## src/rtl/uart_rx_pkg.sv

```systemverilog
`default_nettype none
// ============================================================================
// Module      : uart_rx_pkg
// Description : Frame-format defaults and FSM state encoding shared by the
//               UART transmitter and receiver.
// Revision    : 1.0 - initial release
// ============================================================================
package uart_rx_pkg;

    localparam int c_DEF_BITS         = 8;
    localparam int c_DEF_CLKS_PER_BIT = 16;

    localparam logic [1:0] c_ST_IDLE  = 2'd0;
    localparam logic [1:0] c_ST_START = 2'd1;
    localparam logic [1:0] c_ST_DATA  = 2'd2;
    localparam logic [1:0] c_ST_STOP  = 2'd3;

endpackage : uart_rx_pkg
`default_nettype wire

```

## src/rtl/uart_rx_sync_2ff.sv

```systemverilog
`default_nettype none
// ============================================================================
// Module      : uart_rx_sync_2ff
// Description : Two-flop synchroniser with active-low synchronous reset and a
//               parameterised reset value.
// Revision    : 1.0 - initial release
// ============================================================================
module uart_rx_sync_2ff #(
    parameter logic RESET_VAL = 1'b1
) (
    input  logic clk,
    input  logic rst,
    input  logic d,
    output logic q
);

    logic r_meta;
    logic r_sync;

    always_ff @(posedge clk) begin
        if (!rst) begin
            r_meta <= RESET_VAL;
            r_sync <= RESET_VAL;
        end else begin
            r_meta <= d;
            r_sync <= r_meta;
        end
    end

    assign q = r_sync;

endmodule : uart_rx_sync_2ff
`default_nettype wire

```

## src/rtl/uart_rx.sv

```systemverilog
`default_nettype none
// ============================================================================
// Module      : uart_rx
// Description : 8N1-style serial receiver with valid/ack output register,
//               framing-error and overrun pulses.
// Revision    : 1.0 - initial release
// ============================================================================
module uart_rx
    import uart_rx_pkg::*;
#(
    parameter int BITS         = c_DEF_BITS,
    parameter int CLKS_PER_BIT = c_DEF_CLKS_PER_BIT
) (
    input  logic            clk,
    input  logic            rst,
    input  logic            rx,
    output logic [BITS-1:0] data,
    output logic            data_valid,
    input  logic            data_ack,
    output logic            frame_err,
    output logic            overrun,
    output logic            busy
);

    localparam int c_CW = $clog2(CLKS_PER_BIT);
    localparam int c_BW = $clog2(BITS + 1);
    localparam logic [c_CW-1:0] c_HALF_M1  = c_CW'(CLKS_PER_BIT / 2 - 1);
    localparam logic [c_CW-1:0] c_FULL_M1  = c_CW'(CLKS_PER_BIT - 1);
    localparam logic [c_BW-1:0] c_LAST_BIT = c_BW'(BITS - 1);

    logic            w_rx_s;
    logic            r_rx_prev;
    logic [1:0]      r_state;
    logic [1:0]      w_state_next;
    logic [c_CW-1:0] r_cnt;
    logic [c_BW-1:0] r_bit_idx;
    logic [BITS-1:0] r_shreg;
    logic [BITS-1:0] r_data;
    logic            r_data_valid;
    logic            r_frame_err;
    logic            r_overrun;
    logic            w_busy;
    logic            w_cnt_full;
    logic            w_stop_sample;

    uart_rx_sync_2ff #(
        .RESET_VAL (1'b1)
    ) u_sync (
        .clk (clk),
        .rst (rst),
        .d   (rx),
        .q   (w_rx_s)
    );

    assign w_cnt_full    = (r_cnt == c_FULL_M1);
    assign w_stop_sample = (r_state == c_ST_STOP) && w_cnt_full;

    // State register
    always_ff @(posedge clk) begin
        if (!rst) begin
            r_state   <= c_ST_IDLE;
            r_rx_prev <= 1'b1;
        end else begin
            r_state   <= w_state_next;
            r_rx_prev <= w_rx_s;
        end
    end

    // Next-state logic; only a falling edge starts a frame, so a held-low line is ignored
    always_comb begin
        w_state_next = r_state;
        case (r_state)
            c_ST_IDLE:  if (!w_rx_s && r_rx_prev) w_state_next = c_ST_START;
            c_ST_START: if (r_cnt == c_HALF_M1) w_state_next = w_rx_s ? c_ST_IDLE : c_ST_DATA;
            c_ST_DATA:  if (w_cnt_full && (r_bit_idx == c_LAST_BIT)) w_state_next = c_ST_STOP;
            c_ST_STOP:  if (w_cnt_full) w_state_next = c_ST_IDLE;
            default:    w_state_next = c_ST_IDLE;
        endcase
    end

    // Output logic
    always_comb begin
        w_busy = (r_state != c_ST_IDLE);
    end

    // Bit-period counter, bit index and shift register
    always_ff @(posedge clk) begin
        if (!rst) begin
            r_cnt     <= '0;
            r_bit_idx <= '0;
            r_shreg   <= '0;
        end else begin
            if ((w_state_next != r_state) || (r_state == c_ST_IDLE))
                r_cnt <= '0;
            else if ((r_state == c_ST_DATA) && w_cnt_full)
                r_cnt <= '0;
            else
                r_cnt <= r_cnt + c_CW'(1);

            if (w_state_next != r_state)
                r_bit_idx <= '0;
            else if ((r_state == c_ST_DATA) && w_cnt_full)
                r_bit_idx <= r_bit_idx + c_BW'(1);

            if ((r_state == c_ST_DATA) && w_cnt_full)
                r_shreg <= {w_rx_s, r_shreg[BITS-1:1]};
        end
    end

    // Output register: a same-cycle ack frees the slot for the arriving character
    always_ff @(posedge clk) begin
        if (!rst) begin
            r_data       <= '0;
            r_data_valid <= 1'b0;
            r_frame_err  <= 1'b0;
            r_overrun    <= 1'b0;
        end else begin
            r_frame_err <= 1'b0;
            r_overrun   <= 1'b0;
            if (w_stop_sample && !w_rx_s) begin
                r_frame_err <= 1'b1;
                if (data_ack)
                    r_data_valid <= 1'b0;
            end else if (w_stop_sample) begin
                if (!r_data_valid || data_ack) begin
                    r_data       <= r_shreg;
                    r_data_valid <= 1'b1;
                end else begin
                    r_overrun <= 1'b1;
                end
            end else if (data_ack) begin
                r_data_valid <= 1'b0;
            end
        end
    end

    assign data       = r_data;
    assign data_valid = r_data_valid;
    assign frame_err  = r_frame_err;
    assign overrun    = r_overrun;
    assign busy       = w_busy;

endmodule : uart_rx
`default_nettype wire

```

## config.mk

```make
export PLATFORM = sky130hd
export DESIGN_NAME = uart_rx
export DESIGN_NICKNAME = d
export VERILOG_FILES = /design/src/rtl/uart_rx_pkg.sv /design/src/rtl/uart_rx_sync_2ff.sv /design/src/rtl/uart_rx.sv
export SDC_FILE = /design/constraint.sdc
export NUM_CORES = 1
export LEC_CHECK = 0
export BUFFER_PORTS_ARGS = -buffer_cell sky130_fd_sc_hd__buf_2
export CAP_MARGIN = 20
export CORE_UTILIZATION = 50
export CTS_CLUSTER_DIAMETER = 30
export DETAILED_ROUTE_END_ITERATION = 7
export PLACE_DENSITY = 0.82
export REMOVE_ABC_BUFFERS = 1
export SETUP_SLACK_MARGIN = 0.5
export SLEW_MARGIN = 10
export SYNTH_ARGS = -nofsm -noshare
export SYNTH_HDL_FRONTEND = slang
export SYNTH_SLANG_ARGS = --single-unit
```

## constraint.sdc

```tcl
create_clock -name clk -period 1.5 [get_ports clk]
set_input_delay 0.15 -clock clk [delete_from_list [all_inputs] [get_ports clk]]
set_output_delay 0.15 -clock clk [all_outputs]
set_load 0.05 [all_outputs]
```

Yosys cells after proc, flatten, opt, wreduce, memory -nomap -nowiden
Index checks and enable logic that the tools add are counted.
{"block": "totals", "reg_bits": 32, "wordCells": 51}
{"block": "op_classes", "bitwise_logic": 3, "muxes": 12, "n_eq_ne": 8, "add_sub_neg": 2, "reduce_logical": 15}
{"operator": "$mux 2", "n": 5}
{"operator": "$add 4x1->4 const B", "n": 2}
{"operator": "$eq 4x3->1 const B", "n": 2}
{"operator": "$pmux 2 s4", "n": 1}
{"operator": "$mux 1", "n": 6}
{"operator": "$reduce_or 3->1", "n": 2}
{"operator": "$logic_and 1x1->1", "n": 5}
{"operator": "$eq 2x2->1 const B", "n": 2}
{"operator": "$eq 4x4->1 const B", "n": 1}
{"operator": "$ne 3x1->1 const B", "n": 1}
{"operator": "$not 1->1", "n": 3}
{"operator": "$reduce_and 3->1", "n": 1}
{"operator": "$eq 2x1->1 const B", "n": 1}
{"operator": "$logic_not 1->1", "n": 2}
{"operator": "$logic_not 2->1", "n": 1}
{"operator": "$logic_or 1x1->1", "n": 2}
{"operator": "$ne 2x2->1", "n": 1}
{"operator": "$reduce_bool 2->1", "n": 1}
{"operator": "$reduce_or 2->1", "n": 1}

Depth between registers and ports, before layout
Gate-level depths: netlist of run 1.
{"block": "logic_depth", "depth_word": 7, "ltp_mapped": 5, "mapped_depth_nobuf": 4}

Modules after synthesis
Synthesis of run 1 repeated with hierarchy kept, for this count alone.
{"block": "hier_totals", "cells_unflattened": 146, "hier_area_um2": 1322.5}
{"mod": "uart_rx", "instances": 1, "area_each_um2": 1270.0, "cells_each": 142}
{"mod": "uart_rx_sync_2ff", "instances": 1, "area_each_um2": 52.6, "cells_each": 4}

Worst setup path before layout of run 1
OpenSTA, ideal clock, no wires.
{"block": "synth_path", "path_kind": "register to register", "startpoint": "register r_cnt[0]", "endpoint": "register r_bit_idx[3]", "slack_ns": -0.082, "path_stages_with_launch": 5, "arrival_ns": 1.496, "synth_period_minus_slack_ns": 1.582, "t_required_ns": 1.414, "path_cell_list": "dfxtp_1 > ha_1 > nand4_4 > or4_4 > a221oi_2"}
{"block": "synth_between", "elab_chain_cells": 6, "word_cells_on_any_way": 10}
{"element": "from (decl)", "line": "uart_rx.sv:35", "source": "logic [c_CW-1:0] r_cnt;"}
{"element": "from (signal assigned)", "line": "uart_rx.sv:98", "source": "r_cnt <= r_cnt + c_CW'(1);"}
{"element": "$eq 4x4->1", "line": "uart_rx.sv:55", "source": "assign w_cnt_full = (r_cnt == c_FULL_M1);"}
{"element": "$logic_and 1x1->1", "line": "uart_rx.sv:75", "source": "c_ST_DATA: if (w_cnt_full && (r_bit_idx == c_LAST_BIT)) w_state_next = c_ST_STOP;"}
{"element": "$mux 2", "line": "uart_rx.sv:75"}
{"element": "$pmux 2 s4", "line": "uart_rx.sv:72", "source": "case (r_state)"}
{"element": "$ne 2x2->1", "line": "uart_rx.sv:100", "source": "if (w_state_next != r_state)"}
{"element": "$reduce_or 2->1 (no source line)"}
{"element": "to (signal assigned)", "line": "uart_rx.sv:103", "source": "r_bit_idx <= r_bit_idx + c_BW'(1);"}
{"element": "to (decl)", "line": "uart_rx.sv:36", "source": "logic [c_BW-1:0] r_bit_idx;"}
Parallel ways exist; a longest one is shown, timed or not.
A chain may end at the register's enable or synchronous reset.

Final worst setup path of run 1
{"block": "layout_path", "startpoint": "register r_cnt[1]", "endpoint": "register r_data[1] (netlist: data[1])"}
{"block": "layout_between", "elab_chain_cells": 5}
{"element": "$eq 4x4->1 *", "line": "uart_rx.sv:55"}
{"element": "$logic_and 1x1->1 *", "line": "uart_rx.sv:56", "source": "assign w_stop_sample = (r_state == c_ST_STOP) && w_cnt_full;"}
{"element": "$logic_and 1x1->1", "line": "uart_rx.sv:120", "source": "if (w_stop_sample && !w_rx_s) begin"}
{"element": "$not 1->1 (no source line)"}
{"element": "$reduce_and 3->1 (no source line) *"}
{"element": "to (signal assigned)", "line": "uart_rx.sv:126", "source": "r_data <= r_shreg;"}
{"element": "to (decl)", "line": "uart_rx.sv:38", "source": "logic [BITS-1:0] r_data;"}
Every way passes the cells marked *; elsewhere a longest branch is shown, timed or not.

==> impl_metrics.py, run 1 <==
metrics = {
    "worst_hold_path": {
        "min_path_type": "input port to flip-flop",
    },
    "outcome": {
        "status": "finished, violations left",
        "violations": "negative setup slack",
    },
    "pwr": {
        "total_power_mw": 1.66,
        "vdd.ir_drop.worst_mv": 0.907,
        "p_leak_nw": 0.745,
        "power_density_mw_per_mm2": 778,
    },
    "worst_setup_path": {
        "cp-start-kind": "flip-flop",
        "critPathCaptureType": "flip-flop",
        "cp.required_ns": 1.77,
        "crit_type": "flip-flop to flip-flop",
        "cp_max_fo": 8,
        "crit_arrival_ns": 1.85,
    },
    "logic_synthesis": {
        "netlist-cell-type-count": 36,
        "yosysSeqAreaShare": 0.482,
        "yosys_most_used_dff": "dfxtp_1",
        "synth_edf_count": 0,
        "synth-seq-cells": 32,
        "syn_area_mm2": 0.00133,
        "syn_inst": 144,
        "ys_warn_count": 0,
        "async_flop_share": 0,
        "synth_area_per_cell_um2": 9.23,
    },
    "timing": {
        "final-hold-violation-count": 0,
        "worst_slew_pin_slew_ns": 0.616,
        "setup-tns-final_ns": -0.136,
        "worst_slack_ns": -0.0787,
        "fmax_mhz": 633,
        "rsz0062_at_grt": "yes",
        "slew_headroom": 0.589,
        "drv_slew": 0,
        "fin_worst_skew_ns": 0.0109,
        "fin_crit_ns": 1.58,
        "finalCritPeriodShare": 1.05,
        "setup_viol": 8,
    },
    "route": {
        "routedWlPerCell_um": 23.5,
        "wl_um": 5080,
        "ant_nets": 0,
        "first_pass_iters": 5,
        "drt-initial-drc-count": 88,
        "vias_per_cell": 6.71,
        "vias": 1450,
        "drcViolationCount": 0,
    },
    "global_routing": {
        "grt_pass1_wl_um": 6480,
        "overflow": 0,
        "grt_pass1_vias": 1347,
        "grt_usage": 0.330,
        "antenna_found_initial": 0,
        "grt_start_max_net_pins": 16,
    },
    "final_layout": {
        "final_common_cell": "nand2_1",
        "fin_util": 0.851,
        "fill_cells": 103,
        "instances_no_fill": 216,
        "area_growth_pct": 60.2,
        "n_antenna_cell": 0,
        "layout_common_cells": "19 x nand2_1, 17 x dfxtp_1, 14 x buf_6, 13 x buf_4, 12 x dfxtp_2",
        "fin_nets": 191,
        "drive_gt1_frac": 0.548,
    },
    "floorplanning": {
        "coreArea_mm2": 0.00250,
        "fp.dieW_um": 53.6,
        "start_util": 0.532,
        "die_h_um": 53.6,
        "rows": 18,
        "pin_count": 16,
        "dieArea_mm2": 0.00287,
    },
    "clock_network": {
        "clockRootBuffer": "clkbuf_4",
        "cts_tree": "done",
        "clock-sinks": 32,
        "clk_pin_slew_ns": 0.12,
        "clock_latency_ns": 0.35,
        "cts_inserted_buffers": 5,
        "cts-htree-levels": 2,
        "clock_path_buffers": 2,
    },
    "flow_run": {
        "max_cap_violations": 0,
    },
    "placement": {
        "dp_hpwl_um": 1930,
        "place_congestion": 0.892,
        "io_buffers": 15,
        "dp_cells": 193,
    },
}
power by group:
group | switching, mW | internal (mW) | leakage, nW
sequential | 0.00707 | 0.850 | 0.267
combinational | 0.0708 | 0.0381 | 0.437
clock | 0.343 | 0.347 | 0.0412
total | 0.421 | 1.24 | 0.745
cell usage after synthesis (2+ instances only):
cell type	number	share of area
nand2_1	20	0.056
inv_1	3	0.0085
a221oi_1	3	0.020
nor2_1	6	0.017
xor2_1	2	0.013
or3_1	2	0.0094
clkbuf_1	6	0.017
dfxtp_1	32	0.48
ha_1	2	0.019
nor3_1	2	0.0075
mux2i_1	8	0.060
buf_2	2	0.0075
nand2b_1	4	0.019
a21oi_1	8	0.030
nand3_1	12	0.045
o21ai_0	12	0.045
per-layer routing:
layer,vias to the layer above,part of all wire,track usage,wire (µm)
li1,594,-,-,-
met1,677,0.35,0.343,1760
met2,123,0.46,0.546,2350
met3,56,0.10,0.102,513
met4,0,0.091,0.263,461
met5,-,0,0,0
layout make-up:
| class | count | area [µm²] | area share |
|---|---|---|---|
| Multi-Input combinational cell | 100 | 872 | 0.410 |
| Sequential cell | 32 | 667 | 0.313 |
| Timing Repair Buffer | 42 | 455 | 0.214 |
| Clock inverter | 3 | 42.5 | 0.0200 |
| Clock buffer | 5 | 37.5 | 0.0176 |
| Tap cell | 30 | 37.5 | 0.0176 |
| Inverter | 4 | 16.3 | 0.00764 |
worst max-delay path, stage by stage (launching register included):
cell     delay [ns]
dfxtp_2        0.38
ha_4           0.18
nand4_4        0.15
buf_6          0.17
nor3_4         0.21
buf_12         0.17
mux2i_1        0.24
metrics by stage:
| stage | setup WS, ns | hold WS [ns] | cell area, µm² |
|---|---|---|---|
| after floorplan | -0.145 | 0.223 | 1300 |
| after global placement | -0.0720 | 0.329 | 1510 |
| after detailed placement | -0.205 | 0.339 | 1510 |
| after CTS | 0.0624 | 0.131 | 1950 |
| after global routing | -0.314 | 0.164 | 2130 |
| final | -0.0787 | 0.143 | 2130 |
final timing paths:
check,end,slack [ns],startpoint,depth (start not counted)
min,data[0],0.14,rst,3
min reg2reg,data[7],0.49,data[7],2
max,data[1],-0.08,r_cnt[1],6
max reg2reg,data[1],-0.08,r_cnt[1],6
cell families after synthesis:
family,share of synthesized area
muxes,0.0603
and+or+nand+nor,0.226
DFF,0.482
adders and majority gates,0.0188
buffers and inverters,0.0358
xor gates and xnor gates,0.0198
AOI/OAI and AO/OA,0.157
sequential cells by signal, summed over array words and instances, names as in the netlist:
register       count
u_sync.r_meta      1
overrun            1
r_rx_prev          1
u_sync.q           1
data_valid         1
r_state            2
data               8
r_cnt              4
r_shreg            8
frame_err          1
r_bit_idx          4
repair_timing:
item | CTS | global route
pin swaps | 25 | 9
endpoints found under the setup margin | 41 | 41
endpoints found under the hold margin | 1 | 0
hold buffers | 1 | 0
resized for setup | 81 | 39
setup buffers | 12 | 2
Note: power is estimated with default switching activity, not from simulation.
==> run 2, diff against run 1 <==
--- a/config.mk
+++ b/config.mk
@@ -10,10 +10,12 @@
 export CORE_UTILIZATION = 50
 export CTS_CLUSTER_DIAMETER = 30
 export DETAILED_ROUTE_END_ITERATION = 7
+export GPL_TIMING_DRIVEN = 0
 export PLACE_DENSITY = 0.82
 export REMOVE_ABC_BUFFERS = 1
 export SETUP_SLACK_MARGIN = 0.5
 export SLEW_MARGIN = 10
 export SYNTH_ARGS = -nofsm -noshare
 export SYNTH_HDL_FRONTEND = slang
+export SYNTH_HIERARCHICAL = 1
 export SYNTH_SLANG_ARGS = --single-unit
==> impl_metrics.py, run 2 <==
metrics = {
    "outcome": {
        "status": "complete, no violations",
    },
    "logic_synthesis": {
        "ys_top_cells_by_area": "dfxtp_1 48%, a21oi_1 8.3%, o21ai_0 4.9%",
        "syn_inst": 146,
        "async_flop_share": 0,
        "syn_area_mm2": 0.00132,
        "netlist-cell-type-count": 35,
        "ys_warn_count": 6,
        "synthTopCellsByCount": "32 x dfxtp_1, 22 x a21oi_1, 13 x o21ai_0",
        "synth.most_common_cell": "dfxtp_1",
        "synth_edf_count": 0,
        "yosysSeqAreaShare": 0.484,
        "yosys_most_used_dff": "dfxtp_1",
        "synth_top_area_share": 0.484,
        "yosysTopAreaCell": "dfxtp_1",
        "synth_area_per_cell_um2": 9.06,
        "synth-seq-cells": 32,
    },
    "pwr": {
        "p_leak_nw": 0.760,
        "power_switching_share": 0.261,
        "combinationalPowerShare": 0.070,
        "p_int_mw": 1.05,
        "power_density_mw_per_mm2": 659,
        "vdd.ir_drop.worst_mv": 0.790,
        "p_seq_frac": 0.601,
        "pwr-share-clk": 0.329,
        "p_switching_uw": 370,
    },
    "floorplanning": {
        "die_h_um": 53.4,
        "coreArea_mm2": 0.00248,
        "pin_count": 16,
        "fp.dieW_um": 53.4,
        "rows": 18,
        "dieArea_mm2": 0.00285,
        "start_util": 0.534,
    },
    "route": {
        "routedWlPerCell_um": 24.4,
        "drt-initial-drc-count": 135,
        "wl_um": 5320,
        "ant_nets": 0,
        "vias_per_cell": 7.11,
        "vias": 1550,
        "first_pass_iters": 5,
        "drcViolationCount": 0,
    },
    "timing": {
        "finalCritPeriodShare": 0.997,
        "final-hold-violation-count": 0,
        "fin_worst_skew_ns": 0.0129,
        "worst_slack_ns": 0.00460,
        "fmax_mhz": 669,
        "worst_slew_pin_slew_ns": 0.651,
        "setup-tns-final_ns": 0,
        "fin_crit_ns": 1.50,
        "setup_viol": 0,
        "rsz0062_at_grt": "yes",
        "whs_ns": 0.108,
        "slew_headroom": 0.563,
        "drv_slew": 0,
    },
    "global_routing": {
        "overflow": 0,
        "grt_pass1_vias": 1313,
        "grt_pass1_wl_um": 6470,
        "grt_start_max_net_pins": 19,
        "antenna_found_initial": 0,
        "grt_usage": 0.330,
    },
    "clock_network": {
        "clockRootBuffer": "clkbuf_4",
        "clock_path_buffers": 2,
        "cts-htree-levels": 2,
        "cts_tree": "done",
        "cts_inserted_buffers": 5,
        "clock-sinks": 32,
        "clk_pin_slew_ns": 0.10,
        "clock_latency_ns": 0.34,
    },
    "worst_setup_path": {
        "critical-path-max-stage-delay_ns": 0.55,
        "crit_slowest_cell": "or4_4",
        "crit_family": "simple AND/OR/NAND/NOR gates",
        "worst-path-buf-inv": 0,
        "cp.required_ns": 1.77,
        "cp-start-kind": "flip-flop",
        "crit_arrival_ns": 1.77,
        "cp_max_fo": 5,
        "crit_chain": "ha_4 -> nand4_4 -> or4_4 -> a21oi_2",
        "critPathCaptureType": "flip-flop",
        "crit_type": "flip-flop to flip-flop",
    },
    "final_layout": {
        "instances_no_fill": 218,
        "stdcell_area_mm2": 0.00215,
        "area_growth_pct": 62.7,
        "drive_gt1_frac": 0.644,
        "n_antenna_cell": 0,
        "final_common_cell": "buf_4",
        "layout_common_cells": "16 x buf_4, 13 x dfxtp_2, 13 x dfxtp_1",
        "fin_nets": 194,
    },
    "placement": {
        "dp_cells": 179,
        "place_worst_setup_slack_ns": -0.258,
        "dp_hpwl_um": 1620,
        "dpl_cell_area_mm2": 0.00138,
        "place_congestion": 0.809,
        "io_buffers": 15,
    },
    "flow_run": {
        "max_cap_violations": 0,
    },
    "worst_hold_path": {
        "min_path_type": "input port to flip-flop",
    },
}
[run 2: power groups by stage]
stage	registers (mW)	logic [mW]	clock network, mW
final	0.852	0.0997	0.467
after global routing	0.853	0.104	0.504
after CTS	0.855	0.0751	0.466
after detailed placement	0.885	0.0473	0
after global placement	0.884	0.0450	0
after floorplan	0.881	0.0322	0
[run 2: layer usage]
layer  vias up  GRT usage  wire, µm
li1        645          -         -
met1       748      0.415      2100
met2       136      0.485      2470
met3        21      0.103       589
met4         0      0.193       164
met5         -          0         0
[run 2: final timing paths]
path                            cells after the start       start  slack, ns       endpoint
worst max-delay path                                4    r_cnt[0]      0.005   r_bit_idx[3]
worst max register to register                      4    r_cnt[0]      0.005   r_bit_idx[3]
worst min-delay path                                2         rst       0.11  u_sync/r_meta
worst min register to register                      2  r_shreg[0]       0.48     r_shreg[0]
[run 2: stage by stage]
step / total power [mW] / util
global route: 1.46 / 0.869
detailed placement: 0.932 / 0.559
global placement: 0.929 / 0.559
floorplan: 0.913 / -
finish: 1.42 / 0.869
CTS: 1.40 / 0.748
[run 2: what timing repair did]
action	CTS	global route
gates cloned	5	0
hold endpoints to repair	1	0
hold buffers	1	0
pin swaps	11	15
buffers inserted	16	10
resized for setup	81	57
endpoints found under the setup margin	41	41
[run 2: cells by family (layout without fill, tap and decap cells)]
| kind of cell | count (synthesis) | after routing | share of synthesized area |
|---|---|---|---|
| compound gates | 46 | 46 | 0.199 |
| xor+xnor | 3 | 3 | 0.0199 |
| fa+ha+maj | 2 | 2 | 0.0189 |
| buf+inv | 15 | 52 | 0.0473 |
| flops | 32 | 32 | 0.484 |
| simple gates | 48 | 53 | 0.231 |
[run 2: worst register-to-register path, cell delays in order (launching register included)]
cell and delay, ns:
dfxtp_2 0.37, ha_4 0.18, nand4_4 0.15, or4_4 0.55, a21oi_2 0.18
[run 2: area by class of cell]
class / instances / area, µm²
clock inverters: 1 / 5.00
repair buffers: 42 / 424
clock buffers: 6 / 41.3
fillers: 93 / 325
inverters: 3 / 15.0
flip-flops and latches: 32 / 679
multi-input cells: 104 / 950
well taps: 30 / 37.5
==> run 3, diff against run 2 <==
--- a/config.mk
+++ b/config.mk
@@ -7,11 +7,12 @@
 export LEC_CHECK = 0
 export BUFFER_PORTS_ARGS = -buffer_cell sky130_fd_sc_hd__buf_2
 export CAP_MARGIN = 20
-export CORE_UTILIZATION = 50
+export CORE_UTILIZATION = 53
+export CTS_BUF_LIST = sky130_fd_sc_hd__clkbuf_4
 export CTS_CLUSTER_DIAMETER = 30
 export DETAILED_ROUTE_END_ITERATION = 7
 export GPL_TIMING_DRIVEN = 0
-export PLACE_DENSITY = 0.82
+export PLACE_DENSITY = 0.86
 export REMOVE_ABC_BUFFERS = 1
 export SETUP_SLACK_MARGIN = 0.5
 export SLEW_MARGIN = 10
==> impl_metrics.py, run 3 (synthesized netlist as in run 2, its figures left out) <==
metrics = {
    "global_routing": {
        "antenna_found_initial": 0,
        "grt_usage": 0.370,
        "overflow": 0,
        "grt_pass1_vias": 1399,
        "grt_pass1_wl_um": 6930,
        "grt_start_max_net_pins": 19,
    },
    "worst_hold_path": {
        "min_path_type": "input port to flip-flop",
    },
    "final_layout": {
        "area_growth_pct": 66.6,
        "fin_util": 0.968,
        "layout_common_cells": "16 x buf_4, 15 x dfxtp_1, 13 x a21oi_2, 10 x dfxtp_2, 10 x buf_8",
        "seq_area_um2": 679,
        "fin_nets": 192,
        "final_common_cell": "buf_4",
        "multi_input_area_mm2": 0.00102,
        "fill_cells": 38,
        "n_antenna_cell": 0,
        "drive_gt1_frac": 0.668,
    },
    "floorplanning": {
        "rows": 17,
        "die_h_um": 52.0,
        "dieArea_mm2": 0.00270,
        "start_util": 0.581,
        "fp.dieW_um": 52.0,
        "pin_count": 16,
        "coreArea_mm2": 0.00228,
    },
    "timing": {
        "drv_slew": 0,
        "fmax_mhz": 654,
        "worst_slew_pin_slew_ns": 0.678,
        "setup_viol": 2,
        "rsz0062_at_grt": "yes",
        "fin_crit_ns": 1.53,
        "finalCritPeriodShare": 1.02,
        "slew_headroom": 0.546,
        "final-hold-violation-count": 0,
        "worst_slack_ns": -0.0299,
        "fin_worst_skew_ns": 0.00994,
    },
    "clock_network": {
        "clock-sinks": 32,
        "cts-htree-levels": 2,
        "clock_latency_ns": 0.34,
        "clk_pin_slew_ns": 0.10,
        "cts_inserted_buffers": 5,
        "clockRootBuffer": "clkbuf_4",
        "clock_path_buffers": 2,
        "cts_tree": "done",
    },
    "worst_setup_path": {
        "critPathCaptureType": "flip-flop",
        "cp_common_cell": "buf_6",
        "cp.required_ns": 1.69,
        "crit_slowest_cell": "dfxtp_2",
        "crit_arrival_ns": 1.72,
        "crit_type": "flip-flop to flip-flop",
        "critical-path-max-stage-delay_ns": 0.37,
        "cp-start-kind": "flip-flop",
        "cp_max_fo": 6,
        "crit_chain": "ha_4 -> nand4_4 -> buf_6 -> buf_6 -> o31ai_2 -> a21oi_1",
    },
    "placement": {
        "place_congestion": 0.839,
        "place_worst_setup_slack_ns": -0.267,
        "dp_hpwl_um": 1710,
        "io_buffers": 15,
    },
    "pwr": {
        "p_leak_nw": 0.764,
        "vdd.ir_drop.worst_mv": 0.761,
        "power_density_mw_per_mm2": 669,
    },
    "route": {
        "first_pass_iters": 7,
        "vias_per_cell": 7.57,
        "ant_nets": 0,
        "vias": 1627,
        "routedWlPerCell_um": 28.5,
        "drcViolationCount": 1,
        "wl_um": 6130,
        "drt-initial-drc-count": 173,
    },
    "outcome": {
        "violations": "design-rule violations, negative setup slack",
        "status": "finished, violations left",
    },
    "flow_run": {
        "max_cap_violations": 0,
    },
}
## run 3: final timing paths
| path | start | end | slack [ns] | depth (start not counted) |
|---|---|---|---|---|
| hold reg to reg | u_sync/r_meta | u_sync/q | 0.52 | 1 |
| hold / removal | rst | u_sync/r_meta | 0.15 | 2 |
| setup / recovery | r_cnt[0] | data[5] | -0.03 | 6 |
| setup reg to reg | r_cnt[0] | data[5] | -0.03 | 6 |
## run 3: worst max-delay path: cells and delay by family, from the launching register on
kind                     cells  cell delay, ns
adder cells (fa/ha/maj)      1            0.18
AO/OA/AOI/OAI                2            0.37
buffers and inverters        2            0.30
flip-flops                   1            0.37
AND/OR/NAND/NOR              1            0.15
## run 3: per-stage QoR
| stage | cells | TNS [ns] | power (mW) | hold slack (ns) | cell area (µm²) |
|---|---|---|---|---|---|
| floorplan | 134 | -0.201 | 0.913 | 0.223 | 1270 |
| global placement | 177 | -1.96 | 0.929 | 0.334 | 1380 |
| detailed placement | 177 | -2.88 | 0.931 | 0.336 | 1380 |
| CTS | 209 | 0 | 1.43 | 0.0820 | 1900 |
| global route | 215 | -0.0166 | 1.50 | 0.139 | 2200 |
| finish | 215 | -0.0477 | 1.47 | 0.152 | 2200 |
## run 3: what timing repair did
| action | 4_1_cts | 5_1_grt |
|---|---|---|
| gates resized for setup | 86 | 66 |
| hold endpoints to repair | 1 | 0 |
| hold buffers | 1 | 0 |
| endpoints found under the setup margin | 41 | 41 |
| setup buffers | 17 | 6 |
| pin swaps | 28 | 23 |
| cloned | 6 | 0 |
## run 3: final cells by class
type | count | area share
Clock inverter | 1 | 0.00170
Inverter | 3 | 0.00625
Sequential cell | 32 | 0.308
Clock buffer | 7 | 0.0239
Multi-Input combinational cell | 104 | 0.462
Timing Repair Buffer | 40 | 0.182
Tap cell | 28 | 0.0159
## run 3: routing by layer
layer / vias up / wire length, µm / GRT usage
met5: - / 0 / 0
met4: 0 / 442 / 0.230
met3: 58 / 837 / 0.111
met2: 182 / 2720 / 0.568
met1: 739 / 2130 / 0.448
li1: 648 / - / -
## run 3: power breakdown
part / total (mW) / internal [mW] / switching, mW
logic: 0.105 / 0.0319 / 0.0735
clock network: 0.518 / 0.216 / 0.302
registers: 0.851 / 0.843 / 0.00837
